### src/rtl/vdp_sprite_meta_pkg.sv
// rtl/vdp_sprite_meta_pkg.sv - register map, block bits and entry layout for the sprite metadata writer
package vdp_sprite_meta_pkg;

  localparam logic [2:0] REG_ADDRESS      = 3'd0;
  localparam logic [2:0] REG_BLOCK_SELECT = 3'd1;
  localparam logic [2:0] REG_DATA         = 3'd2;
  localparam logic [2:0] REG_INCREMENT    = 3'd3;
  localparam logic [2:0] REG_FILL_DATA    = 3'd4;
  localparam logic [2:0] REG_FILL_COUNT   = 3'd5;

  localparam int BLK_X = 0;
  localparam int BLK_Y = 1;
  localparam int BLK_G = 2;

  localparam int ADDR_W  = 8;
  localparam int SEL_W   = 3;
  localparam int DATA_W  = 16;
  localparam int ENTRY_W = ADDR_W + SEL_W + DATA_W;

  typedef struct packed {
    logic [ADDR_W-1:0] address;
    logic [SEL_W-1:0]  select;
    logic [DATA_W-1:0] data;
  } meta_entry_t;

  typedef enum logic [1:0] {
    ST_IDLE  = 2'd0,
    ST_DRAIN = 2'd1,
    ST_FILL  = 2'd2
  } wr_state_t;

endpackage

### src/rtl/vdp_sprite_meta_writer_if.sv
// rtl/vdp_sprite_meta_writer_if.sv - host register bus between the VDP decoder and the metadata writer
interface vdp_sprite_meta_writer_if;
  logic [2:0]  host_register;
  logic [15:0] host_write_data;
  logic        host_we;
  logic        host_ready;

  modport master (output host_register, host_write_data, host_we, input host_ready);
  modport slave  (input host_register, host_write_data, host_we, output host_ready);
endinterface

### src/rtl/vdp_sprite_meta_fifo.sv
// rtl/vdp_sprite_meta_fifo.sv - small synchronous FIFO for queued metadata writes
module vdp_sprite_meta_fifo #(
  parameter int DEPTH = 4,
  parameter int WIDTH = 27
) (
  input  logic             clk,
  input  logic             reset_n,
  input  logic             push,
  input  logic [WIDTH-1:0] push_data,
  input  logic             pop,
  output logic [WIDTH-1:0] pop_data,
  output logic             full,
  output logic             empty
);
  localparam int AW = $clog2(DEPTH);

  logic [WIDTH-1:0] mem [DEPTH];
  // One extra pointer bit separates full from empty when the indices match.
  logic [AW:0] wr_ptr;
  logic [AW:0] rd_ptr;
  logic [AW:0] ptr_one;

  assign ptr_one  = {{AW{1'b0}}, 1'b1};
  assign empty    = (wr_ptr == rd_ptr);
  assign full     = (wr_ptr[AW] != rd_ptr[AW]) && (wr_ptr[AW-1:0] == rd_ptr[AW-1:0]);
  assign pop_data = mem[rd_ptr[AW-1:0]];

  always_ff @(posedge clk or negedge reset_n) begin
    if (!reset_n) begin
      wr_ptr <= '0;
      rd_ptr <= '0;
    end else begin
      if (push && !full) wr_ptr <= wr_ptr + ptr_one;
      if (pop && !empty) rd_ptr <= rd_ptr + ptr_one;
    end
  end

  always_ff @(posedge clk) begin
    if (push && !full) mem[wr_ptr[AW-1:0]] <= push_data;
  end
endmodule

### src/rtl/vdp_sprite_meta_writer.sv
// rtl/vdp_sprite_meta_writer.sv - host-facing producer for the sprite core metadata write port
// Optional VDP_SPRITE_META_VBLANK_GATE_EN restricts metadata issue to vblank.
module vdp_sprite_meta_writer
  import vdp_sprite_meta_pkg::*;
#(
  parameter int FIFO_DEPTH        = 4,
  parameter int DEFAULT_INCREMENT = 1
) (
  input  logic                     clk,
  input  logic                     reset_n,
  vdp_sprite_meta_writer_if.slave  host,
  input  logic                     vblank,
  output logic [7:0]               meta_address,
  output logic [15:0]              meta_write_data,
  output logic [2:0]               meta_block_select,
  output logic                     meta_we,
  output logic                     busy,
  output logic                     overrun
);
  wr_state_t        state, state_next;
  logic [7:0]       pointer;
  logic [2:0]       block_select;
  logic [7:0]       increment;
  logic [15:0]      fill_data;
  logic [8:0]       remaining;
  logic             issue_gate;
  logic             fifo_full, fifo_empty, fifo_pop, fill_issue;
  logic             data_push, fill_start, write_drop;
  logic [ENTRY_W-1:0] fifo_wdata, fifo_rdata;
  meta_entry_t      head;

`ifdef VDP_SPRITE_META_VBLANK_GATE_EN
  assign issue_gate = vblank;
`else
  logic unused_vblank;
  assign unused_vblank = vblank;
  assign issue_gate    = 1'b1;
`endif

  assign host.host_ready = !fifo_full && (state == ST_IDLE);
  assign busy            = !fifo_empty || (state != ST_IDLE);

  assign data_push  = host.host_we && (host.host_register == REG_DATA) && host.host_ready;
  assign fill_start = host.host_we && (host.host_register == REG_FILL_COUNT) && host.host_ready;
  assign write_drop = host.host_we && !host.host_ready &&
                      ((host.host_register == REG_DATA) || (host.host_register == REG_FILL_COUNT));

  assign fifo_wdata = {pointer, block_select, host.host_write_data};
  assign head       = fifo_rdata;

  vdp_sprite_meta_fifo #(.DEPTH(FIFO_DEPTH), .WIDTH(ENTRY_W)) u_fifo (
    .clk       (clk),
    .reset_n   (reset_n),
    .push      (data_push),
    .push_data (fifo_wdata),
    .pop       (fifo_pop),
    .pop_data  (fifo_rdata),
    .full      (fifo_full),
    .empty     (fifo_empty)
  );

  always_ff @(posedge clk or negedge reset_n) begin
    if (!reset_n) state <= ST_IDLE;
    else          state <= state_next;
  end

  // FILL lingers one cycle at remaining==0 so busy covers the final meta_we.
  always_comb begin
    state_next = state;
    unique case (state)
      ST_IDLE:  if (fill_start) state_next = ST_DRAIN;
      ST_DRAIN: if (fifo_empty) state_next = ST_FILL;
      ST_FILL:  if (remaining == 9'd0) state_next = ST_IDLE;
      default:  state_next = ST_IDLE;
    endcase
  end

  always_comb begin
    fifo_pop   = 1'b0;
    fill_issue = 1'b0;
    case (state)
      ST_IDLE, ST_DRAIN: fifo_pop   = !fifo_empty && issue_gate;
      ST_FILL:           fill_issue = (remaining != 9'd0) && issue_gate;
      default: ;
    endcase
  end

  always_ff @(posedge clk or negedge reset_n) begin
    if (!reset_n) begin
      pointer      <= 8'd0;
      block_select <= 3'b000;
      increment    <= 8'(DEFAULT_INCREMENT);
      fill_data    <= 16'd0;
      remaining    <= 9'd0;
      overrun      <= 1'b0;
    end else begin
      if (fill_issue || data_push)
        pointer <= pointer + increment;
      else if (host.host_we && host.host_register == REG_ADDRESS)
        pointer <= host.host_write_data[7:0];

      if (host.host_we && host.host_register == REG_BLOCK_SELECT) begin
        block_select <= host.host_write_data[2:0];
        overrun      <= 1'b0;
      end else if (write_drop) begin
        overrun      <= 1'b1;
      end

      if (host.host_we && host.host_register == REG_INCREMENT)
        increment <= host.host_write_data[7:0];
      if (host.host_we && host.host_register == REG_FILL_DATA)
        fill_data <= host.host_write_data;

      // A count of zero selects a full 256-entry sweep.
      if (fill_start)
        remaining <= (host.host_write_data[7:0] == 8'd0) ? 9'd256 : {1'b0, host.host_write_data[7:0]};
      else if (fill_issue)
        remaining <= remaining - 9'd1;
    end
  end

  always_ff @(posedge clk or negedge reset_n) begin
    if (!reset_n) begin
      meta_we           <= 1'b0;
      meta_address      <= 8'd0;
      meta_write_data   <= 16'd0;
      meta_block_select <= 3'b000;
    end else if (fifo_pop) begin
      meta_we           <= 1'b1;
      meta_address      <= head.address;
      meta_write_data   <= head.data;
      meta_block_select <= head.select;
    end else if (fill_issue) begin
      meta_we           <= 1'b1;
      meta_address      <= pointer;
      meta_write_data   <= fill_data;
      meta_block_select <= block_select;
    end else begin
      meta_we           <= 1'b0;
    end
  end
endmodule

### src/flat_wrapper.sv
// flat-port wrapper written by rule: the top's interface ports become plain ports
module vdp_sprite_meta_writer_flat import vdp_sprite_meta_pkg::*;
#(
  parameter int FIFO_DEPTH        = 4,
  parameter int DEFAULT_INCREMENT = 1
)
  (clk, reset_n, vblank, meta_address, meta_write_data, meta_block_select, meta_we, busy, overrun, host_host_register, host_host_write_data, host_host_we, host_host_ready);
  vdp_sprite_meta_writer_if host_i ();
  input  logic clk;
  input  logic reset_n;
  input  logic vblank;
  output logic [7:0] meta_address;
  output logic [15:0] meta_write_data;
  output logic [2:0] meta_block_select;
  output logic meta_we;
  output logic busy;
  output logic overrun;
  input wire logic [$bits(host_i.host_register)-1:0] host_host_register;
  input wire logic [$bits(host_i.host_write_data)-1:0] host_host_write_data;
  input wire logic [$bits(host_i.host_we)-1:0] host_host_we;
  output wire logic [$bits(host_i.host_ready)-1:0] host_host_ready;
  assign host_i.host_register = host_host_register;
  assign host_i.host_write_data = host_host_write_data;
  assign host_i.host_we = host_host_we;
  assign host_host_ready = host_i.host_ready;
  vdp_sprite_meta_writer #(.FIFO_DEPTH(FIFO_DEPTH), .DEFAULT_INCREMENT(DEFAULT_INCREMENT)) u_core (.clk(clk), .reset_n(reset_n), .host(host_i), .vblank(vblank), .meta_address(meta_address), .meta_write_data(meta_write_data), .meta_block_select(meta_block_select), .meta_we(meta_we), .busy(busy), .overrun(overrun));
endmodule
### config.mk
export PLATFORM = sky130hd
export DESIGN_NAME = vdp_sprite_meta_writer_flat
export DESIGN_NICKNAME = d
export VERILOG_FILES = /design/src/rtl/vdp_sprite_meta_pkg.sv /design/src/rtl/vdp_sprite_meta_writer_if.sv /design/src/rtl/vdp_sprite_meta_fifo.sv /design/src/rtl/vdp_sprite_meta_writer.sv /design/src/flat_wrapper.sv
export SDC_FILE = /design/constraint.sdc
export NUM_CORES = 1
export LEC_CHECK = 0
export CAP_MARGIN = 10
export CORE_MARGIN = 2
export CORE_UTILIZATION = 59
export DETAILED_ROUTE_END_ITERATION = 7
export GPL_ROUTABILITY_DRIVEN = 1
export GPL_TIMING_DRIVEN = 1
export PLACE_DENSITY = 0.8
export SLEW_MARGIN = 20
export SYNTH_ARGS = -nofsm -noshare
export SYNTH_HDL_FRONTEND = slang
export SYNTH_SLANG_ARGS = --single-unit
### constraint.sdc
create_clock -name clk -period 3.3 [get_ports clk]
set_input_delay 0.99 -clock clk [delete_from_list [all_inputs] [get_ports clk]]
set_output_delay 0.99 -clock clk [all_outputs]
set_load 0.02 [all_outputs]
-- Yosys cells after proc, flatten, opt, wreduce, memory -nomap -nowiden
Memories as Yosys holds them, arrays and structs flattened.
Cells that the tools add are included.
- output and inout bits: 31
- input bits: 23
- memories kept: 1
- flip-flop bits (word level): 81
- bits in writable memories: 108
- word-level logic and storage cells: 86
- memory list (name ; words ; width ; rd ports ; clocked after memory_dff ; write ports ; RTL line ; source):
    u_core.u_fifo.mem ; 4 ; 27 ; 1 ; 0 ; 1 ; vdp_sprite_meta_fifo.sv:17 ; logic [WIDTH-1:0] mem [DEPTH];
- reductions and logical operators: 32
- eq/ne operators: 13
- multiplexer cells: 23
- add/sub/neg operators: 4
- operators by type and width (operator ; count):
    16-bit two-way mux ; 2
    8-bit two-way mux ; 4
    9-bit two-way mux ; 3
    1-bit logical AND ; 14
    2-bit nonzero test ; 5
    9-bit zero test ; 1
    9-bit nonzero test ; 1
    9-bit by 1-bit subtractor with 9-bit output, second input constant ; 1
    8-bit adder ; 1
    8-bit zero test ; 1
    1-bit two-way mux ; 8
    3-bit by 1-bit adder with 3-bit output, second input constant ; 2
    3-bit by 2-bit == test with 1-bit output, second input constant ; 2
    3-bit == test, second input constant ; 2
    2-bit two-way mux ; 3
    3-bit two-way mux ; 2
    2-bit by 1-bit inequality test with 1-bit output, second input constant ; 3
    2-bit case mux with 3 select lines ; 1
    3-bit by 1-bit == test with 1-bit output, second input constant ; 1
    3-bit == test ; 1
    1-bit zero test ; 3
    3-bit zero test ; 1
    1-bit logical OR ; 3
    3-bit AND reduction ; 1
    6 further kinds ; 6

-- Logic depth before layout (Yosys ltp)
Gate-level depths: netlist of the first run.
- depth after elaboration: 9
- gate-level depth with buffers: 8
- mapped depth without buffers: 7

-- Modules after synthesis
Synthesis of the first run repeated with hierarchy kept, for this count alone.
- cell total of the unflattened synthesis: 530
- area, all modules: 8076.5 µm²
- modules (own cells, without submodules) (module ; instances ; cells an instance ; area an instance (µm²)):
    vdp_sprite_meta_fifo ; 1 ; 190 ; 4414.2
    vdp_sprite_meta_writer ; 1 ; 340 ; 3662.3

-- Least setup slack after synthesis of the first run
Ideal clock, no wire load.
- kind: input to register
- start: input host_host_register[0]
- end: memory u_core.u_fifo.mem[0][0] (enable)
- cell stages on the path: 4
- required time: 2914 ps
- setup time: 386 ps
- path slack: 429 ps
- arrival time: 2485 ps
- path buffers: 1
- cells stage by stage: nand4bb_1 a311oi_2 buf_2 and2_1
- cells in the longest elaborated chain, start to end: 6
- ends and longest elaborated chain (item ; RTL line ; source):
    from (decl) ; flat_wrapper.sv:18 ; input wire logic [$bits(host_i.host_register)-1:0] host_host_register;
    3-bit by 2-bit == test with 1-bit output ; vdp_sprite_meta_writer.sv:43 ; assign data_push = host.host_we && (host.host_register == REG_DATA) && host.host_ready;
    1-bit logical AND (2 in a row) ; vdp_sprite_meta_writer.sv:43 ;
    1-bit logical AND ; vdp_sprite_meta_fifo.sv:39 ; if (push && !full) mem[wr_ptr[AW-1:0]] <= push_data;
    1-bit two-way mux ; vdp_sprite_meta_fifo.sv:39 ;
    1-bit two-way mux (not written as such) ; vdp_sprite_meta_fifo.sv:39 ;
    to (decl) ; vdp_sprite_meta_fifo.sv:17 ;
Every way passes these cells.

-- Worst setup path after layout of the first run
- start: register u_core.u_fifo.wr_ptr[0]
- end: output host_host_ready
- cells in the longest elaborated chain, start to end: 4
- ends and longest elaborated chain (item ; RTL line ; source):
    from (decl) ; vdp_sprite_meta_fifo.sv:19 ; logic [AW:0] wr_ptr;
    from (signal assigned) ; vdp_sprite_meta_fifo.sv:33 ; if (push && !full) wr_ptr <= wr_ptr + ptr_one;
    2-bit == test ; vdp_sprite_meta_fifo.sv:25 ; assign full = (wr_ptr[AW] != rd_ptr[AW]) && (wr_ptr[AW-1:0] == rd_ptr[AW-1:0]);
    1-bit logical AND ; vdp_sprite_meta_fifo.sv:25 ;
    1-bit zero test ; vdp_sprite_meta_writer.sv:40 ; assign host.host_ready = !fifo_full && (state == ST_IDLE);
    1-bit logical AND ; vdp_sprite_meta_writer.sv:40 ;
    to (decl) ; flat_wrapper.sv:21 ; output wire logic [$bits(host_i.host_ready)-1:0] host_host_ready;
Every way passes these cells.

==> metrics, run 1 <==
global-route wire length before repair=27,000 um; CP endpoint kind=output pin; worst r2r src=u_core.remaining[0]$_DFFE_PN0P_; Final #Nets=624; post-synthesis xor/xnor area fraction=1.29%; cells after synthesis=514; Initial Util=60.8%; post-place setup slack=299 ps; Rows=42; clock sinks=189; R2R Setup Slk=910 ps; Crit path required time=2310 ps; total CTS buffers=17; die height=121 um; PortBufs=52; Layout area overhead=17.7%; CTS tree=yes; Post-CTS Setup Bufs=0; top-count cell post-synth=edfxtp_1; max_slew headroom=45.3%; antenna viol nets, final=0; status=finished, final reports clean; drt pass-1 iters=4; routed via count=4,801; vias per cell=6.19; hold-fix buffer count after cts=0; Pwr Density=914 nW/um^2; CP startpoint kind=flip-flop; Simple-Gate Fraction of Synth Area=6.07%; Hold Crit Start=u_core.fill_data[6]$_DFFE_PN0P_; share of cells above drive strength 1=20.7%; dpl cells=744; largest net degree at the start of global routing=48; Synth Area in Adders=2.26%; number of global-route vias before repair=4,984; most frequent cells after synthesis=edfxtp_1 (108), dfrtp_1 (80), mux2i_1 (37), nand2_1 (37), o21ai_0 (34); sequential fraction of the synthesis area=65.3%; fin crit period=3050 ps; Final Hold Violating Endpoints=0; setup TNS=0 ps; number of synthesized flops with an enable pin=108; CTS root buf=clkbuf_16; core area=13,300 um^2; Multi-input gate area=2670 um^2; initial DRC count=395; initial antenna violation count=0; largest fanout on the critical path=4; RSZ-0062 raised after global routing=false; wire per inst=21.6 um; multiplexer share of the synthesized area=16.3%; Max Clk Rate=328 MHz; Finish-stage setup viols=0; I/O Pins=54; Clk pin slew, worst setup/hold paths=60 ps; Tcrit/Tclk final=92.4%; Antenna Cells=0; Design Area, Final=9510 um^2; compound-gate portion of the synthesized area=6.71%; fin. max-slew vios=0; cell area after synthesis=8080 um^2; Crit Path Category=reg2out; final worst slack=249 ps; total wire length=16,800 um; H-tree levels=4; WHS Endpoint=u_core.fill_data[6]$_DFFE_PN0P_; LEAKAGE=0.00369 uW; WP data arrival=2060 ps; total of max-cap violations=0; Reg2Reg Capture Point=u_core.remaining[5]$_DFFE_PN0P_; post-synth net total=551; largest area contributor in the netlist=edfxtp_1; hold path depth=1; main combinational cell family by area after synthesis=multiplexers; Synth cell types=60; Skew-Pair Late Insertion Delay=430 ps; Yosys top cell area share=40.1%; clk_skew=4.83 ps; FILL cells=856; Die Wd=121 um; worst slew pin tran=820 ps; fraction of registers with async set/reset=42.9%; Clock Path Buffers=2; fin cells=776; dominant synthesized flop cell=edfxtp_1; Max IR drop VDD=604 uV; Avg Synthesized Cell Area=15.7 um^2; RePlAce Congestion=0.877; DPL Wire Length=10,500 um; HP Class=reg2reg; dpl cell area=8960 um^2; All-Layer GR Usage=25.1%; R2R cell count=7; total grt overflow=0; Die ar.=14,600 um^2; #FFs+latches synth=189; YS warnings=0; register area=5270 um^2; largest cells by area after synthesis=edfxtp_1 (40%), dfrtp_1 (25%), mux4_2 (7.5%); # DRC=0
## cell families (layout without fill, tap and decap cells)
group | count (synthesis) | count (layout)
DFF | 189 | 189
muxes | 94 | 94
and+or+nand+nor | 94 | 94
AOI/OAI and AO/OA | 80 | 80
buffers and inverters | 32 | 118
adders and majority gates | 14 | 14
xor gates and xnor gates | 11 | 11
## critical path, cell delays in order, from the launching register on
cell	delay, ps
dfrtp_1	430
xnor2_1	220
nand2_1	130
o21ai_1	250
inv_1	70
clkdlybuf4s50_1	540
## how the worst max path moves through the flow
| stage | startpoint | end | slack, ps | depth (start not counted) |
|---|---|---|---|---|
| global placement | host_host_register[2] | u_core.pointer[4]$_DFFE_PN0P_ | 360 | 6 |
| CTS | u_core.u_fifo.wr_ptr[0]$_DFFE_PN0N_ | host_host_ready | 110 | 5 |
| finish | u_core.u_fifo.wr_ptr[0]$_DFFE_PN0N_ | host_host_ready | 250 | 5 |
| global route | u_core.u_fifo.wr_ptr[1]$_DFFE_PN0N_ | host_host_ready | 90 | 5 |
| detailed placement | host_host_register[2] | u_core.pointer[4]$_DFFE_PN0P_ | 300 | 6 |
| floorplan | host_host_register[0] | u_core.u_fifo.mem[0][0]$_DFFE_PP_ | 430 | 4 |
## cell usage in the layout, fill, tap and decap left out, types with 3 or more instances in the layout
master / Yosys / layout
o31ai_1: 3 / 3
mux2i_1: 37 / 37
ha_1: 13 / 13
clkinv_2: 0 / 7
nand2b_1: 5 / 5
xnor2_1: 6 / 6
o21ai_0: 34 / 33
nor2b_1: 4 / 4
mux2_2: 29 / 29
edfxtp_1: 108 / 108
xor2_1: 4 / 4
o21ai_1: 5 / 6
nor3_1: 9 / 9
and2_1: 4 / 4
buf_12: 0 / 6
or3_1: 3 / 3
a21oi_1: 8 / 8
clkbuf_1: 4 / 4
nor2_1: 14 / 14
inv_1: 11 / 11
nand2_1: 37 / 37
o211ai_1: 3 / 3
clkbuf_16: 0 / 17
clkdlybuf4s50_1: 0 / 51
mux4_2: 27 / 27
buf_4: 2 / 18
a221o_1: 5 / 5
dfrtp_1: 80 / 79
## final cells by class
cell class	instances	area share (%)
clock buffers	23	4.92
clock inverters	9	0.763
inverters	11	0.434
multi-input cells	293	28.0
flip-flops and latches	189	55.5
well taps	176	2.32
repair buffers	75	8.06
## metal layers
| layer | wire length, um | part of all wire [%] | GRT usage, % |
|---|---|---|---|
| met3 | 853 | 5.1 | 4.65 |
| met1 | 6950 | 41 | 33.0 |
| met4 | 387 | 2.3 | 10.3 |
| met2 | 8560 | 51 | 41.6 |
| met5 | 0 | 0 | 0 |
## metrics by stage
stage	hold WS, ps	total power (uW)	utilization (%)
finish	504	8680	71.5
global route	515	9180	71.5
CTS	509	8740	71.5
detailed placement	495	6800	67.4
global placement	489	6640	67.4
floorplan	480	5680	-
## flip-flops by register name, indices dropped and copies added, names as in the netlist
signal and cells:
u_core.meta_block_select 3, u_core.meta_address 8, u_core.meta_write_data 16, u_core.fill_data 16, u_core.u_fifo.wr_ptr 3, u_core.u_fifo.rd_ptr 3, u_core.pointer 8, u_core.increment 8
u_core.overrun 1, u_core.block_select 3, u_core.state 2, u_core.remaining 9, u_core.meta_we 1, u_core.u_fifo.mem 108
## what timing repair did
item | 4_1_cts | 5_1_grt
endpoints found under the hold margin | 0 | 0
setup endpoints to repair | 0 | 1
gates resized for setup | 0 | 1
## where the power goes
| group | total, uW | switching, uW | internal, uW | leakage (uW) |
|---|---|---|---|---|
| registers | 3450 | 409 | 3040 | 0.00194 |
| clock network | 1890 | 818 | 1070 | 0.000270 |
| logic | 3340 | 1800 | 1540 | 0.00148 |
| total | 8680 | 3030 | 5650 | 0.00369 |
Power figures use the tool's default switching activity.
==> inputs of run 2 (changes only) <==
--- a/config.mk
+++ b/config.mk
@@ -8,8 +8,9 @@
 export CAP_MARGIN = 10
 export CORE_MARGIN = 2
 export CORE_UTILIZATION = 59
+export CTS_CLUSTER_DIAMETER = 30
 export DETAILED_ROUTE_END_ITERATION = 7
-export GPL_ROUTABILITY_DRIVEN = 1
+export GPL_ROUTABILITY_DRIVEN = 0
 export GPL_TIMING_DRIVEN = 1
 export PLACE_DENSITY = 0.8
 export SLEW_MARGIN = 20
==> metrics, run 2 (synthesis gave the netlist of run 1 again) <==
Clock Path Buffers=2; Die Wd=121 um; commonest non-fill, non-tap cell in the layout=edfxtp_1; Final #Nets=623; Crit Path Category=reg2out; register area=5270 um^2; initial DRC count=432; All-Layer GR Usage=26.0%; fin crit period=3070 ps; LEAKAGE=0.00372 uW; FILL cells=823; worst r2r src=u_core.remaining[1]$_DFFE_PN0P_; Tcrit/Tclk final=93.0%; global-route wire length before repair=27,700 um; total of max-cap violations=0; Skew-Pair Late Insertion Delay=430 ps; Rows=42; post-cts sizing count=0; setup TNS=0 ps; post-place setup slack=254 ps; dpl cell area=8940 um^2; DPL Wire Length=10,400 um; WP data arrival=2080 ps; Multi-input gate area=2670 um^2; Crit path required time=2310 ps; CTS tree=yes; CTS root buf=clkbuf_16; Initial Util=60.8%; Max Clk Rate=326 MHz; Power, Total=9030 uW; RSZ-0062 raised after global routing=false; final worst slack=231 ps; antenna viol nets, final=0; wire per inst=22.7 um; critical path startpoint=u_core.u_fifo.rd_ptr[2]$_DFFE_PN0P_; die height=121 um; CP endpoint kind=output pin; hold path depth=1; Max IR drop VDD=464 uV; drt pass-1 iters=5; Largest stage delay, worst path=590 ps; R2R cell count=7; Pwr Density=943 nW/um^2; Critical Path Stages=4; Antenna Cells=0; largest net degree at the start of global routing=53; max_slew headroom=50.8%; CP top delay family=buffers and inverters; Finished Core Util=72.1%; worst slew pin tran=738 ps; number of global-route vias before repair=4,947; Finish-stage setup viols=0; clock sinks=189; vias per cell=6.23; total grt overflow=0; max reg flops=108; Clk pin slew, worst setup/hold paths=60 ps; share of cells above drive strength 1=20.5%; highest-count cells in the layout ignoring fill and taps=edfxtp_1 (108), dfrtp_1 (79), clkdlybuf4s50_1 (51), nand2_1 (37), mux2i_1 (37); Post-CTS Setup Bufs=0; fin. max-slew vios=0; total wire length=17,600 um; routed via count=4,829; Layout area overhead=18.6%; R2R Setup Slk=690 ps; Reg2Reg Capture Point=u_core.meta_write_data[12]$_DFFE_PN0P_; H-tree levels=4; PortBufs=52; Final Hold Violating Endpoints=0; crit-path cells=xnor2_1 > o21ai_1 > inv_1 > clkdlybuf4s50_1; Design Area, Final=9580 um^2; clk_skew=8.60 ps; I/O Pins=54; HP Class=reg2reg; largest fanout on the critical path=3; total CTS buffers=17; status=finished, final reports clean; # DRC=0; Die ar.=14,600 um^2; hold-fix buffer count after cts=0; crit path buf inv count=2; core area=13,300 um^2; CP startpoint kind=flip-flop; initial antenna violation count=0; critical path endpoint=host_host_ready; Crit-path slowest cell=clkdlybuf4s50_1
run 2: metal layers:
layer | part of all wire (%) | routed length, um | global-route usage, %
met5 | 0 | 0 | 0
met4 | 2.7 | 473 | 11.5
met3 | 5.6 | 980 | 5.08
met2 | 51 | 9050 | 42.6
met1 | 40 | 7090 | 34.1
run 2: power breakdown:
| group | internal [uW] | leakage, uW | switching [uW] |
|---|---|---|---|
| clock network | 1360 | 0.000305 | 855 |
| registers | 3040 | 0.00194 | 419 |
| logic | 1520 | 0.00147 | 1840 |
run 2: worst min path at each step:
stage	from	end	slack, ps
after floorplan	u_core.fill_data[0]$_DFFE_PN0P_	u_core.fill_data[0]$_DFFE_PN0P_	480
after global placement	u_core.fill_data[12]$_DFFE_PN0P_	u_core.fill_data[12]$_DFFE_PN0P_	490
after detailed placement	u_core.fill_data[12]$_DFFE_PN0P_	u_core.fill_data[12]$_DFFE_PN0P_	500
after CTS	u_core.fill_data[9]$_DFFE_PN0P_	u_core.fill_data[9]$_DFFE_PN0P_	510
after global routing	u_core.fill_data[12]$_DFFE_PN0P_	u_core.fill_data[12]$_DFFE_PN0P_	530
final	u_core.fill_data[9]$_DFFE_PN0P_	u_core.fill_data[9]$_DFFE_PN0P_	510
run 2: final cells by class:
type                            count  area share, %
Inverter                           11          0.431
Sequential cell                   189           55.0
Tap cell                          176           2.30
Clock buffer                       20           4.66
Multi-Input combinational cell    293           27.8
Clock inverter                     12           2.00
Timing Repair Buffer               74           7.78
run 2: per-stage QoR:
step / hold slack (ps) / cells
final: 509 / 775
after detailed placement: 496 / 743
after global routing: 533 / 775
after CTS: 511 / 775
after global placement: 489 / 743
after floorplan: 480 / 514
==> inputs of run 3 (changes only) <==
--- a/config.mk
+++ b/config.mk
@@ -6,6 +6,7 @@
 export NUM_CORES = 1
 export LEC_CHECK = 0
 export CAP_MARGIN = 10
+export CORE_ASPECT_RATIO = 0.5
 export CORE_MARGIN = 2
 export CORE_UTILIZATION = 59
 export CTS_CLUSTER_DIAMETER = 30
@@ -17,3 +18,4 @@
 export SYNTH_ARGS = -nofsm -noshare
 export SYNTH_HDL_FRONTEND = slang
 export SYNTH_SLANG_ARGS = --single-unit
+export TNS_END_PERCENT = 50
==> metrics, run 3 (synthesis gave the netlist of run 1 again) <==
core area=13,500 um^2; max reg flops=108; share of cells above drive strength 1=21.1%; Pwr Density=922 nW/um^2; drt pass-1 iters=5; setup TNS=0 ps; routed via count=4,768; crit path buf inv count=2; total grt overflow=0; Layout area overhead=17.7%; total CTS buffers=17; CP endpoint kind=output pin; Die ar.=14,700 um^2; LEAKAGE=0.00369 uW; number of global-route vias before repair=4,770; WP data arrival=2150 ps; Critical Path Stages=4; clk_skew=11.7 ps; R2R cell count=7; Skew-Pair Late Insertion Delay=430 ps; RSZ-0062 raised after global routing=false; Die Wd=169 um; largest net degree at the start of global routing=47; final hold slack=505 ps; fin crit period=3140 ps; worst r2r src=u_core.remaining[0]$_DFFE_PN0P_; commonest non-fill, non-tap cell in the layout=edfxtp_1; Antenna Cells=0; CTS root buf=clkbuf_16; wire per inst=21.8 um; antenna viol nets, final=0; total of max-cap violations=0; Max IR drop VDD=518 uV; Clk pin slew, worst setup/hold paths=70 ps; H-tree levels=4; HP Class=reg2reg; Final #Nets=622; worst slew pin tran=763 ps; initial antenna violation count=0; Crit-path slowest cell=clkdlybuf4s50_1; hold-fix buffer count after cts=0; Finish-stage setup viols=0; vias per cell=6.16; R2R Setup Slk=1090 ps; # DRC=0; Final Hold Violating Endpoints=0; status=finished, final reports clean; I/O Pins=54; Rows=30; initial DRC count=451; PortBufs=52; Crit path required time=2310 ps; Tcrit/Tclk final=95.1%; CP top delay family=buffers and inverters; Max Clk Rate=319 MHz; All-Layer GR Usage=24.5%; CTS tree=yes; post-cts sizing count=0; Clock Path Buffers=2; hold path depth=1; crit-path cells=xnor2_1 > o21ai_1 > inv_1 > clkdlybuf4s50_1; Crit Path Category=reg2out; clock sinks=189; DPL Wire Length=10,300 um; total wire length=16,900 um; largest fanout on the critical path=3; die height=86.7 um; highest-count cells in the layout ignoring fill and taps=edfxtp_1 (108), dfrtp_1 (79), clkdlybuf4s50_1 (51), nand2_1 (37), mux2i_1 (37); Hold Crit Start=u_core.fill_data[14]$_DFFE_PN0P_; Reg2Reg Capture Point=u_core.meta_address[0]$_DFFE_PN0P_; global-route wire length before repair=26,200 um; WHS Endpoint=u_core.fill_data[14]$_DFFE_PN0P_; max_slew headroom=49.1%; Largest stage delay, worst path=590 ps; CP startpoint kind=flip-flop; Initial Util=59.9%; fin. max-slew vios=0; Post-CTS Setup Bufs=0
-- run 3: metrics by stage --
stage	total power (uW)	area, um^2	utilization [%]	std cells	worst slack (ps)
after floorplan	5680	8080	-	514	429
after global placement	6690	8950	66.4	742	289
after detailed placement	6840	8950	66.4	742	289
after CTS	8800	9510	70.5	774	21.5
after global routing	9230	9510	70.5	774	53.2
final	8760	9510	70.5	774	163
-- run 3: routing by layer --
layer	track usage (%)	vias up	wire length, um
met3	4.16	23	755
met1	33.0	2476	7450
met2	41.3	153	8480
li1	-	2116	-
met5	0	-	0
met4	8.39	0	218
-- run 3: layout make-up --
cell class	instances	area (um^2)
timing repair buffer	73	751
clock inverter	15	130
sequential	189	5270
fill	828	3970
inverter	11	41.3
tap	176	220
multi-input combinational	293	2670
clock buffer	17	425
-- run 3: how the worst max path moves through the flow --
stage | from | to | slack, ps
3_3_place_gp | host_host_register[2] | u_core.u_fifo.mem[2][13]$_DFFE_PP_ | 290
4_1_cts | u_core.u_fifo.wr_ptr[0]$_DFFE_PN0N_ | host_host_ready | 20
2_1_floorplan | host_host_register[0] | u_core.u_fifo.mem[0][0]$_DFFE_PP_ | 430
5_1_grt | u_core.u_fifo.wr_ptr[0]$_DFFE_PN0N_ | host_host_ready | 50
6_report | u_core.u_fifo.wr_ptr[2]$_DFFE_PN0N_ | host_host_ready | 160
3_5_place_dp | host_host_register[2] | u_core.pointer[4]$_DFFE_PN0P_ | 290
-- run 3: power breakdown --
group          internal, uW  switching [uW]  leakage [uW]
clock                   991             946      0.000271
combinational          1550            1810       0.00147
sequential             3040             423       0.00194
total                  5580            3180       0.00369
